File: src/rtl/mem_wait_bridge_pkg.sv
// Shared types and constants for the multicycle core's memory wait bridge.
package mem_wait_bridge_pkg;

    typedef enum logic [1:0] {
        MB_IDLE = 2'd0,
        MB_WAIT = 2'd1,
        MB_DONE = 2'd2
    } mb_state_t;

    localparam logic [31:0] MB_ERR_WORD = 32'hDEADBEEF;

    // Word accesses only: the two low byte-address bits must be zero.
    function automatic logic mb_is_aligned(input logic [1:0] addr_lsb);
        return addr_lsb == 2'b00;
    endfunction

endpackage

File: src/rtl/mb_wait_timer.sv
// Saturating cycle counter that flags the last permitted ack-wait cycle.
module mb_wait_timer #(
    parameter int unsigned LIMIT = 255
) (
    input  logic clk,
    input  logic rst,
    input  logic clear,
    input  logic enable,
    output logic expired
);

    localparam int unsigned TW = $clog2(LIMIT + 1);

    logic [TW-1:0] count;

    // Count wait cycles; hold at LIMIT so the value never wraps.
    always_ff @(posedge clk or posedge rst) begin
        if (rst) begin
            count <= '0;
        end else if (clear) begin
            count <= '0;
        end else if (enable && (count != TW'(LIMIT))) begin
            count <= count + TW'(1);
        end
    end

    // High during the final wait cycle allowed before the access is aborted.
    assign expired = (count == TW'(LIMIT - 1));

endmodule

File: src/rtl/mem_wait_bridge.sv
// Freezes the multicycle core while one access runs on a variable-latency memory.
module mem_wait_bridge
    import mem_wait_bridge_pkg::*;
#(
    parameter int unsigned    AW       = 32,
    parameter int unsigned    DW       = 32,
    parameter int unsigned    TIMEOUT  = 255,
    parameter logic [DW-1:0]  ERR_WORD = DW'(MB_ERR_WORD)
) (
    input  logic          clk,
    input  logic          rst,
    input  logic          cpu_req,
    input  logic          cpu_we,
    input  logic [AW-1:0] cpu_addr,
    input  logic [DW-1:0] cpu_wdata,
    output logic [DW-1:0] cpu_rdata,
    output logic          clk_en,
    output logic          mem_req,
    output logic          mem_we,
    output logic [AW-1:0] mem_addr,
    output logic [DW-1:0] mem_wdata,
    input  logic          mem_ack,
    input  logic [DW-1:0] mem_rdata,
    output logic          bus_err
);

    mb_state_t state;
    mb_state_t state_n;

    logic load;
    logic misalign;
    logic ack_done;
    logic abort;
    logic timer_clr;
    logic timer_en;
    logic timer_expired;

    mb_wait_timer #(
        .LIMIT (TIMEOUT)
    ) u_timer (
        .clk     (clk),
        .rst     (rst),
        .clear   (timer_clr),
        .enable  (timer_en),
        .expired (timer_expired)
    );

    // State register.
    always_ff @(posedge clk or posedge rst) begin
        if (rst) begin
            state <= MB_IDLE;
        end else begin
            state <= state_n;
        end
    end

    // Next-state decode and per-cycle control strobes.
    always_comb begin
        state_n   = state;
        clk_en    = 1'b1;
        load      = 1'b0;
        misalign  = 1'b0;
        ack_done  = 1'b0;
        abort     = 1'b0;
        timer_clr = 1'b0;
        timer_en  = 1'b0;
        case (state)
            MB_IDLE: begin
                clk_en    = ~cpu_req;
                timer_clr = 1'b1;
                if (cpu_req) begin
                    if (mb_is_aligned(cpu_addr[1:0])) begin
                        load    = 1'b1;
                        state_n = MB_WAIT;
                    end else begin
                        misalign = 1'b1;
                        state_n  = MB_DONE;
                    end
                end
            end
            MB_WAIT: begin
                clk_en = 1'b0;
                if (mem_ack) begin
                    ack_done = 1'b1;
                    state_n  = MB_DONE;
                end else if (timer_expired) begin
                    abort   = 1'b1;
                    state_n = MB_DONE;
                end else begin
                    timer_en = 1'b1;
                end
            end
            MB_DONE: begin
                clk_en  = 1'b1;
                state_n = MB_IDLE;
            end
            default: begin
                state_n = MB_IDLE;
            end
        endcase
    end

    // Memory-side request registers, returned read data and sticky error.
    always_ff @(posedge clk or posedge rst) begin
        if (rst) begin
            mem_req   <= 1'b0;
            mem_we    <= 1'b0;
            mem_addr  <= '0;
            mem_wdata <= '0;
            cpu_rdata <= '0;
            bus_err   <= 1'b0;
        end else begin
            if (load) begin
                mem_req   <= 1'b1;
                mem_we    <= cpu_we;
                mem_addr  <= cpu_addr;
                mem_wdata <= cpu_wdata;
            end
            if (ack_done) begin
                mem_req <= 1'b0;
                if (!mem_we) begin
                    cpu_rdata <= mem_rdata;
                end
            end
            if (abort || misalign) begin
                mem_req   <= 1'b0;
                cpu_rdata <= ERR_WORD;
                bus_err   <= 1'b1;
            end
        end
    end

endmodule

File: config.mk
export PLATFORM = sky130hd
export DESIGN_NAME = mem_wait_bridge
export DESIGN_NICKNAME = d
export VERILOG_FILES = /design/src/rtl/mem_wait_bridge_pkg.sv /design/src/rtl/mb_wait_timer.sv /design/src/rtl/mem_wait_bridge.sv
export SDC_FILE = /design/constraint.sdc
export NUM_CORES = 1
export LEC_CHECK = 0
export ABC_CLOCK_PERIOD_IN_PS = 8200
export CORE_MARGIN = 5
export CORE_UTILIZATION = 25
export DETAILED_ROUTE_END_ITERATION = 10
export PLACE_DENSITY = 0.6
export RECOVER_POWER = 100
export SETUP_SLACK_MARGIN = 0.5
export SLEW_MARGIN = 20
export SYNTH_ARGS = -nofsm -noshare
export SYNTH_HDL_FRONTEND = slang
export SYNTH_SLANG_ARGS = --single-unit
File: constraint.sdc
create_clock -name clk -period 8.2 [get_ports clk]
set_input_delay 0.82 -clock clk [delete_from_list [all_inputs] [get_ports clk]]
set_output_delay 0.82 -clock clk [all_outputs]
set_load 0.1 [all_outputs]
Word-level counts from Yosys, hierarchy flattened
Index checks and enable logic that the tools add are counted.
Word-level totals
  bits in registers: 109
  bits of input ports: 101
  output and inout bits: 100
  word-level logic and storage cells: 54
Operators by class
  add/subtract/negate cells: 1
  eq/ne operators: 6
  muxes and demuxes: 29
  bitwise operators: 1
  reductions and logical operators: 9
Operator list (number)
  32-bit two-way mux: 3
  1-bit two-way mux: 18
  8-bit two-way mux: 2
  8-bit by 1-bit adder with 8-bit output, second input constant: 1
  8-bit equality test, second input constant: 1
  2-bit two-way mux: 4
  8-bit inequality test, second input constant: 1
  2-bit zero test: 2
  2-bit case mux with 2 select lines: 1
  2-bit AND reduction: 2
  2-bit nonzero test: 2
  3-bit inequality test, second input constant: 1
  3-bit nonzero test: 1
  2-bit by 1-bit equality test with 1-bit output, second input constant: 1
  2-bit by 1-bit inequality test with 1-bit output, second input constant: 1
  2-bit inequality test, second input constant: 1
  1-bit case mux with 2 select lines: 1
  1-bit logical AND: 1
  1-bit logical OR: 1
  1-bit inverter: 1

Logic depth before layout (Yosys ltp)
Gate-level depths: netlist of run 1.
  word-level depth: 7
  depth in mapped cells: 5

By module
From an unflattened synthesis of run 1, not the netlist that was laid out.
Unflattened totals
  cells, all modules: 364
  area, all modules: 4654.5 um2
By module, submodules not included
  mem_wait_bridge: times used 1, cells an instance 309, area an instance 4130.2 um2, seq. area each 2527.4 um2
  mb_wait_timer: times used 1, cells an instance 55, area an instance 524.3 um2, seq. area each 200.2 um2

Least setup slack after synthesis of run 1
OpenSTA, ideal clock, no wires.
  path type: input to output
  start: input cpu_req
  end: output clk_en
  arrival: 2.223 ns
  slack: 5.157 ns
  cell stages on the path: 1
  path buffers: 0
  cells stage by stage: o21bai_1
Between the ends
  word-level cells in the longest chain between the ends: 2
RTL lines
  start, declared: line mem_wait_bridge.sv:12  | input logic cpu_req,
  1-bit inverter: line mem_wait_bridge.sv:69  | clk_en = ~cpu_req;
  1-bit case mux with 2 select lines: line mem_wait_bridge.sv:67  | case (state)
  end, declared: line mem_wait_bridge.sv:17  | output logic clk_en,
No other way between the ends.

Worst setup path in the final report of run 1
  start: input cpu_addr[0]
  end: register mem_wdata[30]
Between the ends
  word-level cells in the longest chain between the ends: 4
RTL lines
  start, declared: line mem_wait_bridge.sv:14  | input logic [AW-1:0] cpu_addr,
  2-bit zero test: line mem_wait_bridge_pkg.sv:14  | return addr_lsb == 2'b00;
  1-bit two-way mux: line mem_wait_bridge.sv:72  | if (mb_is_aligned(cpu_addr[1:0])) begin
  1-bit two-way mux: line mem_wait_bridge.sv:71  | if (cpu_req) begin
  1-bit two-way mux: line mem_wait_bridge.sv:67
  end signal, assigned: line mem_wait_bridge.sv:117  | mem_wdata <= cpu_wdata;
  end, declared: line mem_wait_bridge.sv:21  | output logic [DW-1:0] mem_wdata,
No other way between the ends.
A chain may end at the register's enable or synchronous reset.

==> metrics, run 1 <==
YS warnings 0; routability cong. 0.749; cell area power density 341 mW/mm²; sequential area share after synthesis 59.3%; I/O Buffers 200; Final Net Count 615; Max Transition Viols Final 122; Top Family by Delay on Critical Path buffers and inverters; Req. time, crit path 8.43 ns; FFs w/ async S/R, synth 100%; Clock Tree Root clkbuf_16; critical-path cell list dlygate4sd3_1 -> nor2_1 -> nand3_1 -> clkbuf_1 -> mux2_2; Clk pin slew, worst setup/hold paths 0.07 ns; Least-Margin Pin Slew 2.19 ns; Final ANT Viol Nets 0; drt wl/cell 16.1 µm; Buf+Inv Stages, Crit Path 2; drt first-iter violations 164; Max Fclk 0.235 GHz; CTS Buffer Depth 2; startpoint class of the critical path primary input; maximum VDD drop 0.000253 V; prevailing post-synth register cell dfrtp_1; Setup Viol. Count Final 0; Sink Count 109; Clock Latency Late Sink 0.35 ns; Final Non-Filler Cells 746; Post-synth EDFFs 0; Setup Skew 0.00846 ns; CTS Buf Count 9; Crit Path Class in2reg; Static Leak 2.78 nW; Hold Crit Class reg2reg; hold_buf cts 0; drt drc 0; first-pass GRT wire length 19.5 mm; DR vias/cell 4.45; Initial DRT Pass Iterations 4; core box area 0.0180 mm²; Post-Syn Nets 420; TNS Setup 0 ns; CP max FO 42; placed cells 729; Cells after Synth 317; gr usage total 11.3%; initial antenna violation count 0; RSZ-0062 raised after global routing false; Initial Util 25.5%; max-cap violations 3; Min Clock Period, post-route 4.26 ns; row cnt 49; Crit. End Element flip-flop; post-CTS resize count 0; Hold Startpoint mem_addr[1]$_DFFE_PP0P_; H-Tree Depth 3; Top Ports 201; Hold Vio Cnt, Final 0; period utilisation layout 52.0%; Post-CTS Setup Bufs 0; area grow syn2layout 51.1%; Critical Path Start cpu_addr[0]; failing checks capacitance limit, slew limit; largest net degree at the start of global routing 68; slowest stage delay, CP 1.63 ns; Data arrival, critical path 4.49 ns; ANT cells 0; Die Wd 146 µm; post-detail-place hpwl 8.90 mm; CTS tree done; vias in the first global route 3672; max_slew headroom -46.0%; fill count 1748; GRT overflow 0; status finished with violations; cell area after synthesis 0.00460 mm²; synth unique cells 43; Vias 3316; Syn Area/Cell 14.5 µm²; layout cells sized above 1 11.4%; register bit total from synthesis 109; final WL 12.0 mm; worst r2r src state[0]$_DFFE_PP0P_; die height 146 µm; die area 0.0212 mm²; slowest CP cell clkbuf_1
[placed cells by master (no fill, tap or decap), types with 2 or more instances in the layout]
cell type        count
dfrtp_1            109
dlygate4sd3_1      103
clkdlybuf4s50_1     97
mux2_2              37
mux2i_1             36
nand3_1             28
mux2_1              26
clkbuf_16            9
nor3_1               8
and3_1               5
nand2_1              5
a31oi_1              4
and2_1               3
inv_1                3
nor2_1               3
a211oi_1             3
clkinv_4             3
and4bb_1             2
and4_1               2
o31ai_1              2
o21ai_0              2
ha_1                 2
inv_8                2
clkbuf_1             2
[per-layer routing]
metal / global-route usage (%) / vias up / part of all wire, % / wire length (µm)
li1: - / 1538 / - / -
met1: 12.2 / 1612 / 39 / 4690
met2: 18.8 / 151 / 48 / 5780
met3: 6.01 / 15 / 11 / 1300
met4: 3.96 / 0 / 1.9 / 231
met5: 0 / - / 0 / 0
[through the flow]
stage	area, µm²	util, %	setup WS, ns	hold WS [ns]	total power, mW
floorplan	4600	-	4.51	0.465	1.70
global placement	6760	37.5	4.69	0.471	2.03
detailed placement	6760	37.5	4.70	0.478	2.04
CTS	7040	39.1	4.70	0.496	2.48
global route	6950	38.5	3.62	0.504	2.46
finish	6950	38.5	3.94	0.483	2.37
[where the power goes]
group          switching (mW)  internal (mW)
Combinational           0.977          0.265
Sequential             0.0569          0.650
Clock                   0.206          0.212
Total                    1.24           1.13
[synthesized netlist by cell type (5+ instances only)]
| cell | number | area share [%] |
|---|---|---|
| and3_1 | 5 | 0.68 |
| dfrtp_1 | 109 | 59 |
| nand3_1 | 27 | 2.9 |
| buf_6 | 7 | 1.7 |
| nand2_1 | 5 | 0.41 |
| mux2_4 | 20 | 6.5 |
| mux2i_1 | 36 | 7.8 |
| nor3_1 | 8 | 0.87 |
| mux2_1 | 6 | 1.5 |
| buf_2 | 7 | 0.76 |
| mux2_2 | 37 | 9.1 |
[logic make-up (layout without fill, tap and decap cells)]
family          count (synthesis)  in the layout  synth area share (%)
fa+ha+maj                       2              2                 0.544
mux                            99             99                  24.9
flops                         109            109                  59.3
buf+inv                        22            222                  3.46
simple gates                   67             67                  8.93
compound gates                 18             18                  2.83
[final cells by class]
| class | instances | area (µm²) | area share, % |
|---|---|---|---|
| Timing Repair Buffer | 202 | 2010 | 29.0 |
| Clock inverter | 6 | 56.3 | 0.810 |
| Sequential cell | 109 | 2730 | 39.3 |
| Multi-Input combinational cell | 186 | 1620 | 23.3 |
| Inverter | 4 | 16.3 | 0.234 |
| Clock buffer | 10 | 229 | 3.30 |
| Tap cell | 229 | 287 | 4.12 |
[path summary, 6_finish.rpt]
kind                                             endpoint  slack (ns)  depth (start not counted)
worst max-delay path            mem_wdata[30]$_DFFE_PP0P_        3.94                          5
worst min-delay path              mem_addr[1]$_DFFE_PP0P_        0.48                          1
worst max register to register  mem_wdata[30]$_DFFE_PP0P_        4.30                          4
worst min register to register    mem_addr[1]$_DFFE_PP0P_        0.48                          1
max in group asynchronous        mem_addr[14]$_DFFE_PP0P_        5.17                          3
min in group asynchronous       cpu_rdata[16]$_DFFE_PP0P_        1.42                          2
[registers in the layout, summed over array words and instances (netlist names)]
register       flops
bus_err            1
cpu_rdata         32
mem_addr          32
mem_req            1
mem_wdata         32
mem_we             1
state              2
u_timer.count      8
[worst register-to-register path: cells and delay by family, from the launching register on]
family	cells	cell delay, ns
multiplexers	1	0.50
flip-flops	1	0.51
buffers and inverters	1	1.64
AND/OR/NAND/NOR	2	1.12
Note: power is estimated with default switching activity, not from simulation.
==> run 2, diff against run 1 <==
--- a/config.mk
+++ b/config.mk
@@ -5,11 +5,11 @@
 export SDC_FILE = /design/constraint.sdc
 export NUM_CORES = 1
 export LEC_CHECK = 0
-export ABC_CLOCK_PERIOD_IN_PS = 8200
+export ABC_CLOCK_PERIOD_IN_PS = 3820
 export CORE_MARGIN = 5
 export CORE_UTILIZATION = 25
 export DETAILED_ROUTE_END_ITERATION = 10
-export PLACE_DENSITY = 0.6
+export PLACE_DENSITY = 0.62
 export RECOVER_POWER = 100
 export SETUP_SLACK_MARGIN = 0.5
 export SLEW_MARGIN = 20
==> constraint.sdc (replaced) <==
create_clock -name clk -period 3.82 [get_ports clk]
set_input_delay 0.382 -clock clk [delete_from_list [all_inputs] [get_ports clk]]
set_output_delay 0.382 -clock clk [all_outputs]
set_load 0.1 [all_outputs]
==> run 2 against run 1 <==
Net effect:
- the run still ends with capacitance limit, slew limit left
- via count rose by 0.57%
- highest routed layer unchanged
- clock power rose by 130%
- register-to-register slack got worse by 3.2 ns
- largest power group unchanged
- largest cell class unchanged
- critical endpoint is now cpu_rdata[18]$_DFFE_PP0P_
- critical path depth fell by 1
==> metrics, run 2 (same netlist as run 1, synthesis figures left out) <==
gr usage total 11.9% (+0.62 points); R2R Path End cpu_rdata[18]$_DFFE_PP0P_; Hold Startpoint bus_err$_DFFE_PP0P_; drt first-iter violations 111 (-32%); die height 146 µm (unchanged); drt drc 0 (unchanged); failing checks capacitance limit, slew limit; Least-Margin Pin Slew 1.90 ns (-0.286 ns); initial antenna violation count 0 (unchanged); max-cap violations 2 (-1); WHS Path Cells 1 (unchanged); area grow syn2layout 51.6%; Final Net Count 615 (unchanged); worst r2r src state[1]$_DFFE_PP0P_; H-Tree Depth 3 (unchanged); Setup Skew 0.0133 ns (+0.00484 ns); CP max FO 32 (-24%); fill count 1743 (-0.29%); DP Area 0.00676 mm² (about the same); I/O Buffers 200 (unchanged); ANT cells 0 (unchanged); first-pass GRT wire length 20.6 mm (+5.8%); layout cells sized above 1 11.8% (+0.39 points); most frequent cells in the layout 109 x dfrtp_1, 101 x dlygate4sd3_1, 98 x clkdlybuf4s50_1, 37 x mux2_2, 36 x mux2i_1; slowest CP cell and4bb_1; Storage cell area 0.00273 mm² (unchanged); drt wl/cell 16.7 µm (+3.6%); multi-input logic area 0.00162 mm² (unchanged); Data arrival, critical path 3.00 ns (-1.49 ns); Req. time, crit path 4.00 ns (-4.43 ns); Static Leak 2.80 nW (+0.66%); vias in the first global route 3786 (+3.1%); die area 0.0212 mm² (unchanged); CTS Buffer Depth 2 (unchanged); Crit. End Element flip-flop; Sink Count 109 (unchanged); DR vias/cell 4.47 (+0.57%); critical-path cell list dlygate4sd3_1 -> and4bb_1 -> mux2i_1 -> nand3_1; routability cong. 0.781 (+4.2%); r2r setup slk 1.12 ns (-3.18 ns); post-detail-place hpwl 9.09 mm (+2.1%); Largest regs cpu_rdata x32, mem_addr x32, mem_wdata x32; RSZ-0062 raised after global routing false; Max Transition Viols Final 121 (-0.82%); TNS Setup 0 ns (unchanged); post-CTS resize count 0 (unchanged); final WL 12.4 mm (+3.6%); cell area power density 738 mW/mm² (+120%); Clock Latency Late Sink 0.34 ns (about the same); Setup Viol. Count Final 0 (unchanged); CTS Buf Count 9 (unchanged); most common cell after layout, fill and taps aside dfrtp_1; fin area 0.00697 mm² (+0.29%); row cnt 49 (unchanged); Clk pin slew, worst setup/hold paths 0.07 ns (about the same); Max Fclk 0.355 GHz; slowest stage delay, CP 1.51 ns (-0.12 ns); Hold Crit Class reg2reg; max_slew headroom -27.0% (+19 points); status finished with violations; hold_buf cts 0 (unchanged); Die Wd 146 µm (unchanged); CTS tree done; Initial DRT Pass Iterations 4 (unchanged); Hold Vio Cnt, Final 0 (unchanged); Worst R2R Path Depth 3 (-1); GRT overflow 0 (unchanged); Clock Tree Root clkbuf_16; Top Ports 201 (unchanged); startpoint class of the critical path primary input; core box area 0.0180 mm² (unchanged); largest net degree at the start of global routing 88 (+29%); dpl ws 1.21 ns (-3.49 ns); Initial Util 25.5% (unchanged); Min Clock Period, post-route 2.82 ns; Crit Path Class in2reg; Final ANT Viol Nets 0 (unchanged); Post-CTS Setup Bufs 0 (unchanged); maximum VDD drop 0.000482 V (+91%); period utilisation layout 73.8%; Vias 3335 (+0.57%); hold path endpoint bus_err$_DFFE_PP0P_; worst setup margin 1.00 ns (-2.94 ns)
run 2: routing by layer:
layer	GRT usage (%)	routed length (µm)
met4	3.68	237
met1	13.6	4920
met2	19.6	6000
met5	0	0
met3	5.73	1270
run 2: through the flow:
stage               utilization (%)  total power [mW]  instances  hold WS, ns
global route                   38.7              5.36        746        0.509
floorplan                         -              3.66        317        0.465
global placement               37.5              4.36        730        0.464
CTS                            39.2              5.39        746        0.492
detailed placement             37.5              4.39        730        0.474
finish                         38.7              5.14        746        0.476
run 2: worst max path at each step:
stage | startpoint | endpoint | slack, ns | cells after the start
3_5_place_dp | mem_ack | cpu_rdata[18]$_DFFE_PP0P_ | 1.21 | 4
2_1_floorplan | rst | bus_err$_DFFE_PP0P_ | 0.56 | 1
4_1_cts | mem_we$_DFFE_PP0P_ | mem_we | 1.46 | 1
5_1_grt | mem_ack | cpu_rdata[20]$_DFFE_PP0P_ | 0.87 | 4
3_3_place_gp | mem_ack | cpu_rdata[10]$_DFFE_PP0P_ | 1.30 | 4
6_report | mem_ack | cpu_rdata[18]$_DFFE_PP0P_ | 1.0 | 4
run 2: report_power, final:
group	leakage [nW]	internal, mW	switching (mW)	total, mW
Combinational	1.38	0.567	2.10	2.67
Sequential	1.27	1.40	0.124	1.52
Clock	0.154	0.532	0.425	0.957
Total	2.80	2.49	2.65	5.14
run 2: worst max-delay path: cells and delay by family:
kind / cells / cell delay, ns
buffers and inverters: 1 / 0.62
muxes: 1 / 0.35
and+or+nand+nor: 2 / 1.62
run 2: area by class of cell:
type	instances	share of cell area (%)
clock buffer	10	3.43
inverter	4	0.269
timing repair buffer	202	28.9
multi-input combinational	186	23.2
tap	229	4.11
sequential	109	39.1
clock inverter	6	0.952
==> RTL change 1, RTL diff (flow settings as in run 2) <==
Re-encode `mb_state_t` (3 states) as one-hot, 3 bits wide.
--- a/src/rtl/mem_wait_bridge_pkg.sv
+++ b/src/rtl/mem_wait_bridge_pkg.sv
@@ -1,10 +1,10 @@
 // Shared types and constants for the multicycle core's memory wait bridge.
 package mem_wait_bridge_pkg;
 
-    typedef enum logic [1:0] {
-        MB_IDLE = 2'd0,
-        MB_WAIT = 2'd1,
-        MB_DONE = 2'd2
+    typedef enum logic [2:0] {
+        MB_IDLE = 3'b001,
+        MB_WAIT = 3'b010,
+        MB_DONE = 3'b100
     } mb_state_t;
 
     localparam logic [31:0] MB_ERR_WORD = 32'hDEADBEEF;
Function: same outputs for any inputs over 10 cycles, from zero or initial values and one cycle with rst high; not proved beyond that.
==> RTL change 1 against run 2 <==
- sequential cell count up 1
- utilization up 1.5 points
- die area down 4.9%
- synthesized cell count up 9.1%
- wire length down 3.9%
- via count up 2.3%
- area after synthesis down 5.3%
- worst setup slack better by 0.21 ns
- sequential share of layout area up 0.77 points
- design area down 0.99%
Power is not shown: default switching activity piles up to over one toggle a cycle in this logic, so the estimate is an artifact.
==> RTL change 1: results (changes against run 2) <==
[outcome]
outcome = complete, no violations  ; was finished with violations

[synthesis]
synth_fp_nets = 449  ; was 420
synth-adder-area-share = 0.00575  ; was 0.00544
synth_compound_area_frac = 0.0414  ; was 0.0283
synthXorXnorAreaFrac = 0.00402  ; was 0
yosys-top-cells-area = dfrtp_1, mux2_2, mux2_1  ; was dfrtp_1, mux2_2, mux2i_1

[worst_setup_path]
worstPathArrival_ns = 2.83  ; was 3.00 ns
cpPeakStageDelay_ns = 0.78  ; was 1.51 ns
timing.rr.start = state[0]  ; was state[1]
cp_slowest_cell = nand3_4  ; was and4bb_1
r2r_slack_ns = 1.21  ; was 1.12 ns
r2r-end = mem_wdata[12]  ; was cpu_rdata[18]
crit_path_max_fanout = 67  ; was 32

[die]
num_rows = 48  ; was 49

[place]
dpl_worst_slack_ns = 1.10  ; was 1.21 ns
dp_hpwl_microns = 8970  ; was 9090 microns
gp_congestion = 0.789  ; was 0.781
placed_area_sq_um = 6600  ; was 6760 sq um

[drt]
wire_per_inst_microns = 15.4  ; was 16.7 microns

[grt]
grt_util_all_layers = 0.118  ; was 0.119
grt_pass1_wl_microns = 19100  ; was 20600 microns
grt_pass1_vias = 3639  ; was 3786

[cells_and_area]
nets = 648  ; was 615
layout-drive-gt1-share = 0.113  ; was 0.118

[sta]
fin_skew_ns = 0.00695  ; was 0.0133 ns
relSlewSlack = 0.185  ; was -0.270

-- RTL change 1: cell types whose count changed after synthesis, sizes merged, moves of 6 or more --
cell    delta
clkbuf     +6
nand2     +66
mux2i     -35
buf        -7
nor3       -9
a21oi     +12
-- RTL change 1: cells by family (layout without fill, tap and decap cells) --
| group | after synthesis | after routing |
|---|---|---|
| mux | 64 | 64 |
| simple gates | 118 | 118 |
| flops | 110 | 110 |
| xor+xnor | 2 | 2 |
| compound gates | 28 | 28 |
| buf+inv | 22 | 226 |
| fa+ha+maj | 2 | 2 |
-- RTL change 1: area by class of cell --
type / count / area, sq um
fillers: 1621 / 10300
flip-flops and latches: 110 / 2750
repair buffers: 205 / 2030
multi-input cells: 214 / 1490
well taps: 225 / 282
clock buffers: 12 / 267
clock inverters: 4 / 53.8
inverters: 5 / 21.3
-- RTL change 1: metal layers --
| metal | track usage | up-vias | share of wire |
|---|---|---|---|
| met2 | 0.195 | 139 | 0.49 |
| met4 | 0.0485 | 0 | 0.018 |
| met1 | 0.144 | 1680 | 0.40 |
| li1 | - | 1582 | - |
| met5 | 0 | - | 0 |
| met3 | 0.0380 | 11 | 0.091 |
-- RTL change 1: worst max path at each step --
stage	endpoint	depth (start not counted)	startpoint	slack, ns
after floorplan	bus_err	1	rst	0.54
after global placement	mem_wdata[12]	4	cpu_addr[0]	1.18
after detailed placement	mem_wdata[12]	4	cpu_addr[0]	1.10
after CTS	mem_wdata[12]	3	state[0]	1.20
after global routing	cpu_rdata[28]	3	rst	1.00
final	mem_wdata[12]	3	state[0]	1.21
-- RTL change 1: stage by stage --
stage           util  instances  hold WS [ns]
4_1_cts        0.403        775         0.475
6_report       0.402        775         0.472
5_1_grt        0.402        775         0.504
3_5_place_dp   0.384        759         0.457
2_1_floorplan      -        346         0.434
3_3_place_gp   0.384        758         0.451
==> RTL change 2, RTL diff (settings of run 2) <==
Without the edit above. Set the parameter `AW` to 16 (it was 32).
--- a/src/rtl/mem_wait_bridge.sv
+++ b/src/rtl/mem_wait_bridge.sv
@@ -2,7 +2,7 @@
 module mem_wait_bridge
     import mem_wait_bridge_pkg::*;
 #(
-    parameter int unsigned    AW       = 32,
+    parameter int unsigned    AW       = 16,
     parameter int unsigned    DW       = 32,
     parameter int unsigned    TIMEOUT  = 255,
     parameter logic [DW-1:0]  ERR_WORD = DW'(MB_ERR_WORD)
Interface: changed (resized cpu_addr and mem_addr); port bits go from 201 to 169. The function was not compared with the original's and may differ.
==> RTL change 2 against run 2 <==
- the flow still finishes with violations (capacitance limit, slew limit)
- combinational power decreased by 24%
- design area is 13% lower
- area after synthesis down 16%
- power shrank 15%
- utilization is 1.4 points higher
- worst setup slack improved by 0.31 ns
- clock power increased by 11%
- wire length down 19%
- sequential cell count is 16 lower
- count of clock-buffer cells in the layout increased by 1
- critical endpoint is now cpu_rdata[6]
- highest routed layer unchanged
==> RTL change 2: results (changes against run 2) <==
[outcome]
outcome = finished with violations  ; unchanged
failed_checks = capacitance limit, slew limit  ; unchanged

[place]
gp_congestion = 0.801  ; was 0.781
dp_hpwl_microns = 7270  ; was 9090 microns
io_buffers = 168  ; was 200
placed_area_sq_um = 5720  ; was 6760 sq um

[sta]
fin_skew_ns = 0.00758  ; was 0.0133 ns
tightest_slew_ns = 1.81  ; was 1.90 ns
slew_viol_final = 85  ; was 121

[grt]
grt_pass1_wl_microns = 16000  ; was 20600 microns
grt_pass1_vias = 3101  ; was 3786
grt_max_degree = 85  ; was 88
grt_util_all_layers = 0.112  ; was 0.119

[cells_and_area]
reg_top3 = cpu_rdata (32), mem_wdata (32), mem_addr (16)  ; was cpu_rdata (32), mem_addr (32), mem_wdata (32)
fillers = 1454  ; was 1743
layout-drive-gt1-share = 0.146  ; was 0.118
nets = 534  ; was 615

[clock_tree]
cts_root_buf = clkbuf_16  ; unchanged
postCtsSetupRepairBufs = 0  ; unchanged
cts_max_path_buffers = 2  ; unchanged
htreeDepth = 3  ; unchanged
clk_pin_slew_ns = 0.07  ; about the same

[pwr]
ir_drop_v = 0.000506  ; was 0.000482 V
leakagePower_nw = 2.39  ; was 2.80 nW

[synthesis]
synth_common_cells = dfrtp_1, mux2_2, mux2i_1, nand3_1, nor3_1  ; was dfrtp_1, mux2_2, mux2i_1, nand3_1, mux2_4
seq_area_frac_synth = 0.603  ; was 0.593
synth_fp_nets = 369  ; was 420
ys_warn_count = 0  ; unchanged
yosys-top-cells-area = dfrtp_1, mux2_2, mux2i_1  ; unchanged
ys_types = 40  ; was 43

[drt]
drt-total-wl_microns = 10100  ; was 12400 microns
first_iter_violations = 65  ; was 111
vias = 2880  ; was 3335

[worst_setup_path]
crit_family = simple AND/OR/NAND/NOR gates  ; unchanged
cpPeakStageDelay_ns = 0.91  ; was 1.51 ns
crit_path_max_fanout = 24  ; was 32
r2r_slack_ns = 1.50  ; was 1.12 ns
startpoint = mem_ack  ; unchanged
worstPathArrival_ns = 2.75  ; was 3.00 ns
cp_slowest_cell = nand4_1  ; was and4bb_1
endpoint = cpu_rdata[6]  ; was cpu_rdata[18]

[run]
drv_cap = 1  ; was 2

[min_path]
hold_class = reg -> reg  ; unchanged

RTL change 2: kinds of logic after synthesis:
logic type,count (synthesis),synth area share
buffers and inverters,19,0.0224
AND/OR/NAND/NOR,68,0.106
adder cells (fa/ha/maj),2,0.00648
flip-flops,93,0.603
AO/OA/AOI/OAI,16,0.0288
multiplexers,84,0.233
RTL change 2: area by class of cell:
type / instances / area (sq um) / share of cell area
Sequential cell: 93 / 2330 / 0.384
Tap cell: 188 / 235 / 0.0388
Inverter: 3 / 15.0 / 0.00247
Timing Repair Buffer: 170 / 1680 / 0.278
Clock inverter: 5 / 106 / 0.0175
Clock buffer: 11 / 253 / 0.0417
Multi-Input combinational cell: 170 / 1450 / 0.238
RTL change 2: worst min-delay path by stage:
stage	start	end	slack (ns)	cells after the start
final	bus_err	bus_err	0.47	1
after global routing	bus_err	bus_err	0.49	1
after CTS	bus_err	bus_err	0.47	1
after detailed placement	bus_err	bus_err	0.46	1
after global placement	bus_err	bus_err	0.45	1
after floorplan	u_timer.count[5]	u_timer.count[5]	0.46	1
RTL change 2: through the flow:
step / utilization / std cells / hold WS [ns] / setup WS [ns]
3_3_place_gp: 0.378 / 624 / 0.454 / 1.27
3_5_place_dp: 0.378 / 624 / 0.456 / 1.23
2_1_floorplan: - / 282 / 0.460 / 1.02
5_1_grt: 0.401 / 640 / 0.489 / 1.02
4_1_cts: 0.401 / 640 / 0.475 / 1.51
6_report: 0.401 / 640 / 0.466 / 1.31
RTL change 2: per-layer routing:
metal / wire, microns / global-route usage / part of all wire
met1: 4120 / 0.132 / 0.41
met4: 241 / 0.0532 / 0.024
met2: 4340 / 0.164 / 0.43
met3: 1370 / 0.0634 / 0.14
met5: 0 / 0 / 0
RTL change 2: report_power, final:
group          switching, mW  internal [mW]
Sequential            0.0901           1.17
Combinational           1.59          0.449
Clock                  0.383          0.677
Total                   2.07           2.29
